$ cat config.mk
export PLATFORM = sky130hd
export DESIGN_NAME = delay_timer_arbiter
export DESIGN_NICKNAME = d
export VERILOG_FILES = /design/src/rtl/delay_timer_arbiter.sv
export SDC_FILE = /design/constraint.sdc
export NUM_CORES = 1
export LEC_CHECK = 0
export CORE_UTILIZATION = 49
export DETAILED_ROUTE_END_ITERATION = 6
export GPL_TIMING_DRIVEN = 1
export PLACE_DENSITY = 0.85
export SLEW_MARGIN = 20
export SYNTH_ARGS = -nofsm -noshare
export SYNTH_HDL_FRONTEND = slang
export SYNTH_SLANG_ARGS = --single-unit
$ cat constraint.sdc
create_clock -name clk -period 4 [get_ports clk]
set_input_delay 0.8 -clock clk [delete_from_list [all_inputs] [get_ports clk]]
set_output_delay 0.8 -clock clk [all_outputs]
set_load 0.01 [all_outputs]
$ cat src/rtl/delay_timer_arbiter.sv
// Round-robin arbiter sharing one down-counting delay timer among N_REQ requesters.
// A granted requester has its delay loaded, counted down to zero, then receives a done pulse.
module delay_timer_arbiter #(
  parameter int N_REQ = 4,
  parameter int WIDTH = 8
) (
  input  logic                     clk,
  input  logic                     rst,
  input  logic [N_REQ-1:0]         req,
  input  logic [N_REQ*WIDTH-1:0]   delay,
  output logic [N_REQ-1:0]         gnt,
  output logic [N_REQ-1:0]         done,
  output logic                     busy,
  output logic [WIDTH-1:0]         count
);

  localparam int IDX_W = (N_REQ > 1) ? $clog2(N_REQ) : 1;

  typedef enum logic [1:0] {
    IDLE,
    RUN,
    DONE
  } state_t;

  state_t             state;
  state_t             state_next;
  logic [IDX_W-1:0]   rr_ptr;
  logic [IDX_W-1:0]   rr_ptr_next;
  logic [IDX_W-1:0]   winner;
  logic [IDX_W-1:0]   winner_next;
  logic [IDX_W-1:0]   after_winner;
  logic [N_REQ-1:0]   gnt_next;
  logic [N_REQ-1:0]   done_next;
  logic [WIDTH-1:0]   count_next;
  logic               busy_next;

  logic [IDX_W-1:0]   pick;
  logic               pick_valid;
  logic [IDX_W-1:0]   scan_idx;
  logic [WIDTH-1:0]   load_delay;

  // First requester at or above rr_ptr, wrapping around modulo N_REQ.
  always_comb begin
    pick       = '0;
    pick_valid = 1'b0;
    scan_idx   = '0;
    for (int i = 0; i < N_REQ; i++) begin
      scan_idx = IDX_W'((int'(rr_ptr) + i) % N_REQ);
      if (!pick_valid && req[scan_idx]) begin
        pick       = scan_idx;
        pick_valid = 1'b1;
      end
    end
  end

  always_comb begin
    load_delay = '0;
    for (int i = 0; i < N_REQ; i++) begin
      if (pick == IDX_W'(i)) begin
        load_delay = delay[i*WIDTH +: WIDTH];
      end
    end
  end

  assign after_winner = (winner == IDX_W'(N_REQ - 1)) ? '0 : winner + IDX_W'(1);

  always_comb begin
    state_next  = state;
    gnt_next    = gnt;
    done_next   = '0;
    count_next  = count;
    rr_ptr_next = rr_ptr;
    winner_next = winner;

    case (state)
      IDLE: begin
        gnt_next = '0;
        if (pick_valid) begin
          state_next  = RUN;
          winner_next = pick;
          gnt_next    = N_REQ'(1) << pick;
          count_next  = load_delay;
        end
      end

      RUN: begin
        // A dropped request abandons the service silently; the pointer still moves past it.
        if (!req[winner]) begin
          state_next  = IDLE;
          gnt_next    = '0;
          count_next  = '0;
          rr_ptr_next = after_winner;
        end else if (count != '0) begin
          count_next = count - WIDTH'(1);
        end else begin
          state_next = DONE;
          done_next  = gnt;
        end
      end

      DONE: begin
        state_next  = IDLE;
        gnt_next    = '0;
        rr_ptr_next = after_winner;
      end

      default: begin
        state_next = IDLE;
        gnt_next   = '0;
      end
    endcase
  end

  assign busy_next = (state_next != IDLE);

  always_ff @(posedge clk or posedge rst) begin
    if (rst) begin
      state  <= IDLE;
      gnt    <= '0;
      done   <= '0;
      busy   <= 1'b0;
      count  <= '0;
      rr_ptr <= '0;
      winner <= '0;
    end else begin
      state  <= state_next;
      gnt    <= gnt_next;
      done   <= done_next;
      busy   <= busy_next;
      count  <= count_next;
      rr_ptr <= rr_ptr_next;
      winner <= winner_next;
    end
  end

  a_gnt_onehot0: assert property (@(posedge clk) disable iff (rst) $onehot0(gnt));
  a_done_onehot0: assert property (@(posedge clk) disable iff (rst) $onehot0(done));
  a_done_matches_gnt: assert property (@(posedge clk) disable iff (rst) (done != '0) |-> (done == gnt));
  a_busy_tracks_gnt: assert property (@(posedge clk) disable iff (rst) busy == (gnt != '0));

endmodule

==> reports/metrics.csv <==
metric;value;unit
FF-to-FF path depth;5;
Post-synth EDFFs;0;
largest net degree at the start of global routing;24;
min Tclk post-route;2710;ps
Final Max Slew Viols;0;
Initial Util;0.528;
cts repair resizes;0;
Ports;55;
CTS Hold Buffers Added;0;
asr flop ratio synth;1.00;
Logic pwr share;0.622;
Final Core Density;0.711;
flops & latches, synth;23;
Fmax;370;MHz
leakage power;0.935;nW
Worst setup EP type;register;
Net Count, Synth;222;
Psw;0.000623;W
Synth area leader;dfrtp_1;
r2r setup slk;1960;ps
die height;59.8;um
synthesized area per cell;9.01;um^2
sequential share of power;0.296;
Worst VDD drop;291;uV
post-route cell area;0.00221;mm^2
outcome;finished, final reports clean;
CTS sink count;23;
vias in the first global route;1510;
Die ar.;0.00358;mm^2
H-tree depth;1;
first-pass GRT wire length;7.38;mm
unrepaired setup endpoints after global routing;no;
Via density;5.98;
Cell Pwr Density;635;mW/mm^2
most frequent cells in the layout;clkdlybuf4s50_1, dfrtp_1, nand3_1;
Total Neg Setup Slack;0;ps
dpl cell area;0.00218;mm^2
nets;274;
ratio of final minimum period to clock period;0.677;
placement row count;20;
internal power;0.000777;W
Residual DRC;0;
YS warnings;0;
drt pass-1 iters;4;
switching share of power;0.445;
final std cells w/o fill;277;
RePlAce Congestion;0.937;
startpoint types;input port;
Worst EP arrival;2930;ps
Hold EP;gnt[0];
sequential-to-total area share from yosys stat;0.351;
Worst Path Required;4220;ps
Area contributors post-synth;dfrtp_1, nand3_1, o21ai_0, nand2_1, buf_6;
die width;59.8;um
average wire per standard cell;16.5;um
commonest non-fill, non-tap cell in the layout;clkdlybuf4s50_1;
Final Hold Fails;0;
post-synth cell types;55;
WHS Path Cells;1;
share of cells above drive strength 1;0.0987;
clock skew;2.03;ps
area delta synth->final;34.6;%
synthesized cell area;0.00164;mm^2
initial antenna violation count;0;
final wirelength;4.58;mm
Layout fillers;269;
core area;0.00310;mm^2
CTS tree;done;
overall routing resource usage;0.279;
Top FF cell, synth;dfrtp_1;
clk_lat worst skew;320;ps
CP Max Fanout;11;
clock transition at the registers of the reported paths;140;ps
postcts setup bufs;0;
Worst Hold Class;register to register;
initial DRC count;161;
grt total ovfl;0;
CTS buffer count;3;
I/O Buffers;54;
hold_sp;gnt[0];
Placed Cells;273;
vias;1656;
Antenna diodes;0;
DP Wirelength;3.65;mm
WS Path Type;input port to register;
Setup violations, final;0;
clk buf depth;2;
final hold slack;538;ps
Reg2Reg Capture Point;count[3];
Clock power frac;0.082;
Worst-Margin Slew;889;ps
top cell type's share of synthesized area;0.351;
relative slew slack;0.407;
FF-to-FF Start;count[2];
Root Buffer;clkbuf_4;
number of antenna-violating nets in the routed design;0;
Post-Synthesis Cells;182;
count of max-cap constraint violations;0;
==> worst max path at each step <==
stage / endpoint / slack [ps] / cells after the start / from
floorplan: count[7] / 1700 / 8 / req[3]
global placement: count[6] / 1070 / 6 / req[1]
detailed placement: count[6] / 970 / 6 / req[3]
CTS: count[6] / 1320 / 6 / req[1]
global route: count[6] / 1230 / 6 / req[1]
finish: count[6] / 1290 / 6 / req[3]
==> kinds of logic (layout without fill, tap and decap cells) <==
kind of cell,Yosys count,count (layout),share of synthesized area
buffers and inverters,19,70,0.0641
DFF,23,23,0.351
AOI/OAI and AO/OA,51,51,0.228
muxes,5,5,0.0389
adders and majority gates,2,2,0.0153
and+or+nand+nor,82,82,0.303
==> power groups by stage <==
stage	clock (W)	combinational (W)	sequential (W)
2_1_floorplan	0	0.000599	0.000416
3_3_place_gp	0	0.000837	0.000411
3_5_place_dp	0	0.000864	0.000419
4_1_cts	0.000115	0.000866	0.000413
5_1_grt	0.000125	0.000956	0.000431
6_report	0.000114	0.000871	0.000415
==> state kept, by name, summed over array words and instances (netlist names) <==
| name | flops |
|---|---|
| busy | 1 |
| count | 8 |
| done | 4 |
| gnt | 4 |
| rr_ptr | 2 |
| state | 2 |
| winner | 2 |
==> through the flow <==
step	setup slack, ps	power [W]
CTS	1320	0.00139
finish	1290	0.00140
detailed placement	968	0.00128
global route	1230	0.00151
floorplan	1700	0.00102
global placement	1070	0.00125
==> cell usage after synthesis (2+ instances only) <==
cell / count
o21ai_1: 7
inv_1: 11
nor2b_1: 2
nor3_1: 8
a311o_1: 3
nand2b_1: 7
and3_1: 5
a32o_1: 2
o21ai_0: 12
buf_2: 3
buf_6: 4
or2_1: 2
a31o_1: 3
dfrtp_1: 23
nor2_1: 9
o22a_1: 3
nand4_1: 2
nand3_1: 15
a21oi_1: 4
nand2_1: 14
nor4_4: 2
a41o_1: 2
ha_1: 2
mux2i_1: 3
nor4_1: 3
a221oi_1: 2
==> area by class of cell <==
type                            instances  area [um^2]  share of cell area
Timing Repair Buffer                   55          548               0.248
Sequential cell                        23          576               0.261
Multi-Input combinational cell        140          958               0.434
Tap cell                               44         55.1              0.0250
Clock inverter                          1         5.00             0.00227
Clock buffer                            3         22.5              0.0102
Inverter                               11         41.3              0.0187
==> layer usage <==
| metal | vias up | part of all wire | GRT usage |
|---|---|---|---|
| met5 | - | 0 | 0 |
| met4 | 0 | 0.019 | 0.0997 |
| met3 | 10 | 0.052 | 0.0281 |
| met2 | 64 | 0.52 | 0.468 |
| met1 | 794 | 0.41 | 0.373 |
| li1 | 788 | - | - |
==> worst max-delay path, cell delays in order <==
cell             delay (ps)
clkdlybuf4s50_1         710
nor2_1                  140
or4_1                   680
nand3_1                 140
nand3_1                 100
a221o_1                 350
Note: power is estimated with default switching activity, not from simulation.
